==> src/rtl/id_stage_if.sv <==
`default_nettype none
// ============================================================================
// Module      : id_stage_if
// Description : Bundle of decode-stage signals: IF/ID inputs, write-back and
//               EX hazard inputs, hazard-control and ID/EX register outputs.
// Revision    : 1.0  initial release
// ============================================================================
interface id_stage_if;
    logic [15:0] instIn;
    logic [15:0] pcAddIn;
    logic        wbWrite;
    logic [3:0]  wbReg;
    logic [15:0] wbData;
    logic        exMemRead;
    logic [3:0]  exRd;

    logic        pcWrite;
    logic        IFID_enable;
    logic        flush;
    logic        sel;
    logic [15:0] branchtoPC;
    logic [15:0] idexA;
    logic [15:0] idexB;
    logic [15:0] idexImm;
    logic [3:0]  idexRd;
    logic [2:0]  idexAluOp;
    logic        idexRegWrite;
    logic        idexMemRead;
    logic        idexMemWrite;
    logic        halted;

    // Environment side: drives the pipeline inputs, observes decode results.
    modport master (
        output instIn, pcAddIn, wbWrite, wbReg, wbData, exMemRead, exRd,
        input  pcWrite, IFID_enable, flush, sel, branchtoPC,
               idexA, idexB, idexImm, idexRd, idexAluOp,
               idexRegWrite, idexMemRead, idexMemWrite, halted
    );

    // Decode-stage side.
    modport slave (
        input  instIn, pcAddIn, wbWrite, wbReg, wbData, exMemRead, exRd,
        output pcWrite, IFID_enable, flush, sel, branchtoPC,
               idexA, idexB, idexImm, idexRd, idexAluOp,
               idexRegWrite, idexMemRead, idexMemWrite, halted
    );
endinterface
`default_nettype wire

==> src/rtl/id_stage.sv <==
`default_nettype none
// ============================================================================
// Module      : id_stage
// Description : Instruction decode stage: register file with write-back
//               bypass, load-use hazard stall, branch/jump resolution in ID,
//               HALT handling and the ID/EX pipeline register.
// Revision    : 1.0  initial release
// ============================================================================
module id_stage #(
    parameter int BRANCH_SHIFT = 1
) (
    input  wire logic  clk,
    input  wire logic  rst,
    id_stage_if.slave  bus
);
    localparam logic [3:0] C_OP_ADD  = 4'h1;
    localparam logic [3:0] C_OP_SUB  = 4'h2;
    localparam logic [3:0] C_OP_AND  = 4'h3;
    localparam logic [3:0] C_OP_OR   = 4'h4;
    localparam logic [3:0] C_OP_LW   = 4'h8;
    localparam logic [3:0] C_OP_SW   = 4'h9;
    localparam logic [3:0] C_OP_BEQ  = 4'hA;
    localparam logic [3:0] C_OP_BNE  = 4'hB;
    localparam logic [3:0] C_OP_JMP  = 4'hC;
    localparam logic [3:0] C_OP_HALT = 4'hF;

    typedef enum logic [1:0] {
        RUN   = 2'd0,
        STALL = 2'd1,
        HALT  = 2'd2
    } state_t;

    state_t      state_q, state_d;
    logic [15:0] rf_q [16];

    // Returns 0 for R0, the write-back data when it targets the same register
    // this cycle, otherwise the stored value.
    function automatic logic [15:0] read_port(input logic [3:0]  addr,
                                              input logic [15:0] stored,
                                              input logic        we,
                                              input logic [3:0]  wa,
                                              input logic [15:0] wd);
        if (addr == 4'd0)
            return 16'd0;
        else if (we && (wa == addr))
            return wd;
        else
            return stored;
    endfunction

    logic [3:0]  w_op, w_rd, w_rs, w_rt;
    logic [15:0] w_rd_val, w_rs_val, w_rt_val;
    logic        w_is_alu, w_is_lw, w_is_sw, w_is_beq, w_is_bne, w_is_jmp;
    logic        w_use_rs, w_use_rt, w_use_rd;
    logic        w_hazard, w_taken, w_issue;
    logic [15:0] w_imm_ext, w_off_ext, w_target;
    logic [2:0]  w_alu_op;

    assign w_op = bus.instIn[15:12];
    assign w_rd = bus.instIn[11:8];
    assign w_rs = bus.instIn[7:4];
    assign w_rt = bus.instIn[3:0];

    assign w_rd_val = read_port(w_rd, rf_q[w_rd], bus.wbWrite, bus.wbReg, bus.wbData);
    assign w_rs_val = read_port(w_rs, rf_q[w_rs], bus.wbWrite, bus.wbReg, bus.wbData);
    assign w_rt_val = read_port(w_rt, rf_q[w_rt], bus.wbWrite, bus.wbReg, bus.wbData);

    assign w_is_alu = (w_op == C_OP_ADD) || (w_op == C_OP_SUB) ||
                      (w_op == C_OP_AND) || (w_op == C_OP_OR);
    assign w_is_lw  = (w_op == C_OP_LW);
    assign w_is_sw  = (w_op == C_OP_SW);
    assign w_is_beq = (w_op == C_OP_BEQ);
    assign w_is_bne = (w_op == C_OP_BNE);
    assign w_is_jmp = (w_op == C_OP_JMP);

    // Registers actually read by the instruction; NOP/JMP/HALT read none.
    assign w_use_rs = w_is_alu || w_is_lw || w_is_sw || w_is_beq || w_is_bne;
    assign w_use_rt = w_is_alu;
    assign w_use_rd = w_is_sw || w_is_beq || w_is_bne;

    // Load-use check only in RUN, so a held instruction stalls exactly once.
    assign w_hazard = (state_q == RUN) && bus.exMemRead && (bus.exRd != 4'd0) &&
                      ((w_use_rs && (bus.exRd == w_rs)) ||
                       (w_use_rt && (bus.exRd == w_rt)) ||
                       (w_use_rd && (bus.exRd == w_rd)));

    assign w_taken = w_is_jmp ||
                     (w_is_beq && (w_rd_val == w_rs_val)) ||
                     (w_is_bne && (w_rd_val != w_rs_val));

    assign w_imm_ext = {{12{bus.instIn[3]}}, bus.instIn[3:0]};
    assign w_off_ext = w_is_jmp ? {{4{bus.instIn[11]}}, bus.instIn[11:0]} : w_imm_ext;
    assign w_target  = bus.pcAddIn + (w_off_ext << BRANCH_SHIFT);

    assign w_alu_op = (w_op == C_OP_SUB) ? 3'b001 :
                      (w_op == C_OP_AND) ? 3'b010 :
                      (w_op == C_OP_OR)  ? 3'b011 : 3'b000;

    // State register.
    always_ff @(posedge clk) begin
        if (rst)
            state_q <= RUN;
        else
            state_q <= state_d;
    end

    // Next state and hazard-control outputs; reset forces the free-running values.
    always_comb begin
        state_d         = state_q;
        bus.pcWrite     = 1'b1;
        bus.IFID_enable = 1'b1;
        bus.flush       = 1'b0;
        bus.sel         = 1'b0;
        w_issue         = 1'b0;
        if (!rst) begin
            case (state_q)
                RUN: begin
                    if (w_hazard) begin
                        state_d         = STALL;
                        bus.pcWrite     = 1'b0;
                        bus.IFID_enable = 1'b0;
                    end else begin
                        w_issue   = w_is_alu || w_is_lw || w_is_sw;
                        bus.sel   = w_taken;
                        bus.flush = w_taken;
                        if (w_op == C_OP_HALT)
                            state_d = HALT;
                    end
                end
                STALL: begin
                    state_d   = RUN;
                    w_issue   = w_is_alu || w_is_lw || w_is_sw;
                    bus.sel   = w_taken;
                    bus.flush = w_taken;
                end
                HALT: begin
                    bus.pcWrite     = 1'b0;
                    bus.IFID_enable = 1'b0;
                end
                default: state_d = RUN;
            endcase
        end
    end

    assign bus.branchtoPC = w_target;
    assign bus.halted     = (state_q == HALT);

    // Register file: cleared by reset, R0 never written.
    always_ff @(posedge clk) begin
        if (rst) begin
            for (int i = 0; i < 16; i++)
                rf_q[i] <= 16'd0;
        end else if (bus.wbWrite && (bus.wbReg != 4'd0)) begin
            rf_q[bus.wbReg] <= bus.wbData;
        end
    end

    logic [15:0] idexA_q, idexB_q, idexImm_q;
    logic [3:0]  idexRd_q;
    logic [2:0]  idexAluOp_q;
    logic        idexRegWrite_q, idexMemRead_q, idexMemWrite_q;

    // ID/EX register: issued instruction or an all-zero bubble.
    always_ff @(posedge clk) begin
        if (rst || !w_issue) begin
            idexA_q        <= 16'd0;
            idexB_q        <= 16'd0;
            idexImm_q      <= 16'd0;
            idexRd_q       <= 4'd0;
            idexAluOp_q    <= 3'd0;
            idexRegWrite_q <= 1'b0;
            idexMemRead_q  <= 1'b0;
            idexMemWrite_q <= 1'b0;
        end else begin
            idexA_q        <= w_rs_val;
            idexB_q        <= w_is_sw ? w_rd_val : w_rt_val;
            idexImm_q      <= w_imm_ext;
            idexRd_q       <= w_rd;
            idexAluOp_q    <= w_alu_op;
            idexRegWrite_q <= w_is_alu || w_is_lw;
            idexMemRead_q  <= w_is_lw;
            idexMemWrite_q <= w_is_sw;
        end
    end

    assign bus.idexA        = idexA_q;
    assign bus.idexB        = idexB_q;
    assign bus.idexImm      = idexImm_q;
    assign bus.idexRd       = idexRd_q;
    assign bus.idexAluOp    = idexAluOp_q;
    assign bus.idexRegWrite = idexRegWrite_q;
    assign bus.idexMemRead  = idexMemRead_q;
    assign bus.idexMemWrite = idexMemWrite_q;
endmodule
`default_nettype wire

==> src/flat_wrapper.sv <==
// flat-port wrapper written by rule: the top's interface ports become plain ports
module id_stage_flat 
#(
    parameter int BRANCH_SHIFT = 1
)
  (clk, rst, bus_instIn, bus_pcAddIn, bus_wbWrite, bus_wbReg, bus_wbData, bus_exMemRead, bus_exRd, bus_pcWrite, bus_IFID_enable, bus_flush, bus_sel, bus_branchtoPC, bus_idexA, bus_idexB, bus_idexImm, bus_idexRd, bus_idexAluOp, bus_idexRegWrite, bus_idexMemRead, bus_idexMemWrite, bus_halted);
  id_stage_if bus_i ();
  input  wire logic clk;
  input  wire logic rst;
  input wire logic [$bits(bus_i.instIn)-1:0] bus_instIn;
  input wire logic [$bits(bus_i.pcAddIn)-1:0] bus_pcAddIn;
  input wire logic [$bits(bus_i.wbWrite)-1:0] bus_wbWrite;
  input wire logic [$bits(bus_i.wbReg)-1:0] bus_wbReg;
  input wire logic [$bits(bus_i.wbData)-1:0] bus_wbData;
  input wire logic [$bits(bus_i.exMemRead)-1:0] bus_exMemRead;
  input wire logic [$bits(bus_i.exRd)-1:0] bus_exRd;
  output wire logic [$bits(bus_i.pcWrite)-1:0] bus_pcWrite;
  output wire logic [$bits(bus_i.IFID_enable)-1:0] bus_IFID_enable;
  output wire logic [$bits(bus_i.flush)-1:0] bus_flush;
  output wire logic [$bits(bus_i.sel)-1:0] bus_sel;
  output wire logic [$bits(bus_i.branchtoPC)-1:0] bus_branchtoPC;
  output wire logic [$bits(bus_i.idexA)-1:0] bus_idexA;
  output wire logic [$bits(bus_i.idexB)-1:0] bus_idexB;
  output wire logic [$bits(bus_i.idexImm)-1:0] bus_idexImm;
  output wire logic [$bits(bus_i.idexRd)-1:0] bus_idexRd;
  output wire logic [$bits(bus_i.idexAluOp)-1:0] bus_idexAluOp;
  output wire logic [$bits(bus_i.idexRegWrite)-1:0] bus_idexRegWrite;
  output wire logic [$bits(bus_i.idexMemRead)-1:0] bus_idexMemRead;
  output wire logic [$bits(bus_i.idexMemWrite)-1:0] bus_idexMemWrite;
  output wire logic [$bits(bus_i.halted)-1:0] bus_halted;
  assign bus_i.instIn = bus_instIn;
  assign bus_i.pcAddIn = bus_pcAddIn;
  assign bus_i.wbWrite = bus_wbWrite;
  assign bus_i.wbReg = bus_wbReg;
  assign bus_i.wbData = bus_wbData;
  assign bus_i.exMemRead = bus_exMemRead;
  assign bus_i.exRd = bus_exRd;
  assign bus_pcWrite = bus_i.pcWrite;
  assign bus_IFID_enable = bus_i.IFID_enable;
  assign bus_flush = bus_i.flush;
  assign bus_sel = bus_i.sel;
  assign bus_branchtoPC = bus_i.branchtoPC;
  assign bus_idexA = bus_i.idexA;
  assign bus_idexB = bus_i.idexB;
  assign bus_idexImm = bus_i.idexImm;
  assign bus_idexRd = bus_i.idexRd;
  assign bus_idexAluOp = bus_i.idexAluOp;
  assign bus_idexRegWrite = bus_i.idexRegWrite;
  assign bus_idexMemRead = bus_i.idexMemRead;
  assign bus_idexMemWrite = bus_i.idexMemWrite;
  assign bus_halted = bus_i.halted;
  id_stage #(.BRANCH_SHIFT(BRANCH_SHIFT)) u_core (.clk(clk), .rst(rst), .bus(bus_i));
endmodule
==> config.mk <==
export PLATFORM = sky130hd
export DESIGN_NAME = id_stage_flat
export DESIGN_NICKNAME = d
export VERILOG_FILES = /design/src/rtl/id_stage_if.sv /design/src/rtl/id_stage.sv /design/src/flat_wrapper.sv
export SDC_FILE = /design/constraint.sdc
export NUM_CORES = 1
export LEC_CHECK = 0
export ABC_AREA = 1
export BUFFER_PORTS_ARGS = -buffer_cell sky130_fd_sc_hd__buf_2
export CAP_MARGIN = 20
export CORE_UTILIZATION = 39
export DETAILED_ROUTE_END_ITERATION = 10
export GPL_ROUTABILITY_DRIVEN = 0
export HOLD_SLACK_MARGIN = 0.12
export PLACE_DENSITY = 0.64
export SYNTH_ARGS = -nofsm -noshare
export SYNTH_HDL_FRONTEND = slang
export SYNTH_SLANG_ARGS = --single-unit
==> constraint.sdc <==
create_clock -name clk -period 3.3 [get_ports clk]
set_input_delay 0.33 -clock clk [delete_from_list [all_inputs] [get_ports clk]]
set_output_delay 0.33 -clock clk [all_outputs]
set_load 0.01 [all_outputs]
==> impl_results.md <==
- Status: complete, no violations
- Vias in the first global route: 19850
- Ys Warns: 0
- Sw frac: roughly a third
- Setup CP Type: in2out
- Placed wire-length estimate: 55050 um
- Setup TNS: 0 ns
- Worst-path clk slew: approximately 0.06 ns
- CP max stage delay: about 0.45 ns
- Required time of the worst setup path: between 2 and 3 ns
- Initial DRT Pass Iterations: 6
- RSZ-0062 raised after global routing: no
- Slew headroom: around a third
- Initial antenna violation count: 2
- Post-synth EDFFs: between 200 and 300
- R2R cell count: 9
- Comb power frac: between 20% and 30%
- CTS tree: done
- Inserted Clock Buffers: 35
- Maximum level of the CTS H-tree: 2
- Sequential share of the synthesized area: ~43%
- Clock tree buffer depth: 3
- Final setup margin: about 0.16 ns
- CP max FO: 41
- DR vias/cell: 5.993
- Crit-path cells: buf_6 -> buf_12 -> buf_12 -> nand2_1 -> nand3_1 -> nand2_1 -> nand2_1 -> nand3_1 -> o21ai_1 -> nand2_1 -> nand2_1 -> nor2_1 -> nand2_1 -> nor2_2 -> nand2_1 -> nand2_1 -> nand3_1 -> nand2_1 -> inv_1 -> buf_2
- IO buf count: between 100 and 150
- Setup Fix Bufs, Post-CTS: 0
- Post-layout min period: ~3.1 ns
- Final worst-path cycle share: between 90% and 100%
- Seq cells post-synth: between 300 and 400
- Startpoint Class: input port
- CP max stage cell: o21ai_1
- CP Buf/Inv Count: 5
- Grt total ovfl: 0
- CP endpoint kind: output port
- Worst slew pin tran: 1.004 ns
- Root Buffer Master: clkbuf_16
- R2R Setup Slk: 1.13 ns
- Count of cell types in the netlist: 43
- Final setup fails: 0
- Switching power: about 0.0034 W
- Horiz. Die Dim: around 230 um
- Die Y-Extent: 228.2 um
- First-pass GRT wire length: roughly 120000 um
- Leakage: roughly 10 nW
- Rows: between 80 and 90
- Share of cells above drive strength 1: approximately an eighth
- Fillers: 4870
- Die area: about 52000 um^2
- Count leader, synth: nand2_1
- Reg-to-Reg End: u_core.bus.idexB[1]$_SDFF_PP0_
- I/O Pins: 139
- Power Dens Cells: 459.1 nW/um^2
- Max VDD drop: roughly 0.35 mV
- Drc violations: 0
- Worst hold slack: between 0.1 and 0.15 ns
- Worst hold path class: in2reg
- Total Routing Usage GR: a little under a third
- Syn_area_per_cell: around 7.1 um^2
- Post-place setup slack: 0.1386 ns
- Core area: about 50000 um^2
- Via count: ~22000
- Mapped Cells: 2795
- Int Pwr: about 0.0073 W
- Top cell type by total area after synthesis: edfxtp_1
- Net count, final: 2985
- CP delay by family, top: simple AND/OR/NAND/NOR gates
- Most frequent cells after synthesis: nand2_1, nor2_1, nand3_1
- Synth top area share: around 39%
- Layout area overhead: 15.91%
- Worst Hold End: u_core.bus.idexAluOp[0]$_SDFF_PP0_
- Share of flip-flops with an asynchronous set or reset: 0%
- Hold wc startpoint: bus_instIn[12]
- Syn Std Cell Area: around 20000 um^2
- Final ANT Viol Nets: 0
- Final max-slew violation count: 0
- Most used cell along the critical path: nand2_1
- Achievable frequency: 0.3190 GHz
- Clock power frac: 36.1%
- RR Startpoint: u_core.rf_q[9][1]$_SDFFCE_PN0P_
- Initial Utilization: 39.63%
- Hold Path Stages: 4
- Starting DRT DRC Count: around 3500
- Placement Cell Area: between 20000 and 25000 um^2
- Reg power frac: 42.2%
- Post-route cell area: 23140 um^2
- Final hold violations: 0
- Diodes inserted: 0
- Primary FF master, synth: edfxtp_1
- Detailed Route WL: ~84000 um
- Clock skew: about 0.043 ns
- Largest net degree at the start of global routing: around 160
- Worst-Skew Late Latency: 0.58 ns
- Top post-synthesis cells by area: edfxtp_1, nand2_1, nand3_1
- Critical Path AT: 2.81 ns
- CTS sink cnt: a little over 300
- Routed WL per cell: approximately 23 um
- Max-Cap Viols: 0
state kept, by name (all words and copies together) (netlist names):
name / flops
u_core.bus.idexImm: 4
u_core.bus.idexMemRead: 1
u_core.bus.idexAluOp: 2
u_core.bus.idexMemWrite: 1
u_core.rf_q: 256
u_core.state_q: 2
u_core.bus.idexA: 16
u_core.bus.idexB: 16
u_core.bus.idexRegWrite: 1
u_core.bus.idexRd: 4
repair_timing:
action | 4_1_cts | 5_1_grt
hold buffers | 8 | 0
hold endpoints to repair | 6 | 0
endpoints found under the setup margin | 0 | 5
resized for setup | 0 | 17
per-stage QoR:
step / power, W / util (%) / cells
after detailed placement: 0.006735 / 43.50 / 3537
after global placement: 0.006702 / 43.50 / 3537
after global routing: 0.01095 / 45.93 / 3608
after floorplan: 0.005852 / - / 2811
after CTS: 0.01053 / 45.84 / 3608
final: 0.01062 / 45.93 / 3608
cell type report:
type	instances	area, um^2	share of cell area, %
clock buffer	44	940.9	4.066
clock inverter	19	157.7	0.6813
inverter	253	949.7	4.104
multi-input combinational	2037	9482	40.98
sequential	303	8628	37.29
tap	672	840.8	3.634
timing repair buffer	280	2141	9.252
power groups by stage:
stage	Sequential [W]	Clock, W	Combinational, W
finish	0.00449	0.00384	0.00230
global route	0.00451	0.00400	0.00244
CTS	0.00448	0.00386	0.00219
detailed placement	0.00456	0	0.00217
global placement	0.00455	0	0.00215
floorplan	0.00454	0	0.00131
worst max path at each step:
| stage | startpoint | endpoint | slack, ns | cells after the start |
|---|---|---|---|---|
| 2_1_floorplan | bus_instIn[1] | bus_branchtoPC[15] | 0.28 | 12 |
| 3_3_place_gp | bus_instIn[4] | bus_sel | 0.20 | 20 |
| 3_5_place_dp | bus_instIn[12] | bus_branchtoPC[15] | 0.14 | 14 |
| 4_1_cts | u_core.rf_q[9][12]$_SDFFCE_PN0P_ | bus_sel | 0.07 | 17 |
| 5_1_grt | u_core.rf_q[9][5]$_SDFFCE_PN0P_ | bus_sel | 0.007 | 18 |
| 6_report | bus_instIn[4] | bus_sel | 0.16 | 20 |
routing by layer:
layer	wire [um]	GRT usage, %	share of wire, %	vias to the layer above
li1	-	-	-	9527
met2	35790	47.49	43	1825
met4	6191	19.99	7.4	4
met3	12070	8.737	14	372
met1	29990	39.67	36	9894
met5	24	0	0.029	-
worst register-to-register path, cell delays in order (launching register included):
cell      delay (ns)
edfxtp_1        0.36
inv_1           0.12
a21oi_1         0.08
o21ai_0         0.11
nand3_1         0.16
nand2_1         0.11
a31oi_1         0.10
o311ai_0        0.62
o22ai_1         0.23
buf_4           0.21
cell usage in the layout (no fill, tap or decap), types with 7 or more instances in the layout:
cell | Yosys | final
o211ai_1 | 79 | 79
edfxtp_1 | 256 | 256
xor2_1 | 12 | 12
a21oi_1 | 165 | 165
o22ai_1 | 26 | 26
inv_1 | 230 | 229
ha_1 | 14 | 14
o21ai_1 | 12 | 14
clkbuf_1 | 96 | 7
dlygate4sd3_1 | 0 | 8
clkinv_1 | 7 | 15
nand2_1 | 686 | 685
dfxtp_1 | 47 | 47
buf_2 | 71 | 129
buf_12 | 0 | 27
o21ai_0 | 218 | 216
xnor2_1 | 13 | 13
buf_4 | 24 | 115
conb_1 | 1 | 17
inv_2 | 16 | 17
nor2_1 | 408 | 400
clkbuf_16 | 0 | 36
a31oi_1 | 25 | 25
nor2_2 | 8 | 14
nand3_1 | 311 | 308
cell families (layout without fill, tap and decap cells):
| family | count (synthesis) | after routing | share of synthesized area (%) |
|---|---|---|---|
| buf+inv | 471 | 596 | 9.865 |
| other cells | 1 | 17 | 0.01878 |
| xor+xnor | 25 | 25 | 1.097 |
| flops | 303 | 303 | 43.22 |
| compound gates | 549 | 549 | 15.48 |
| simple gates | 1431 | 1431 | 29.34 |
| fa+ha+maj | 15 | 15 | 0.9778 |
Note: power is estimated with default switching activity, not from simulation.
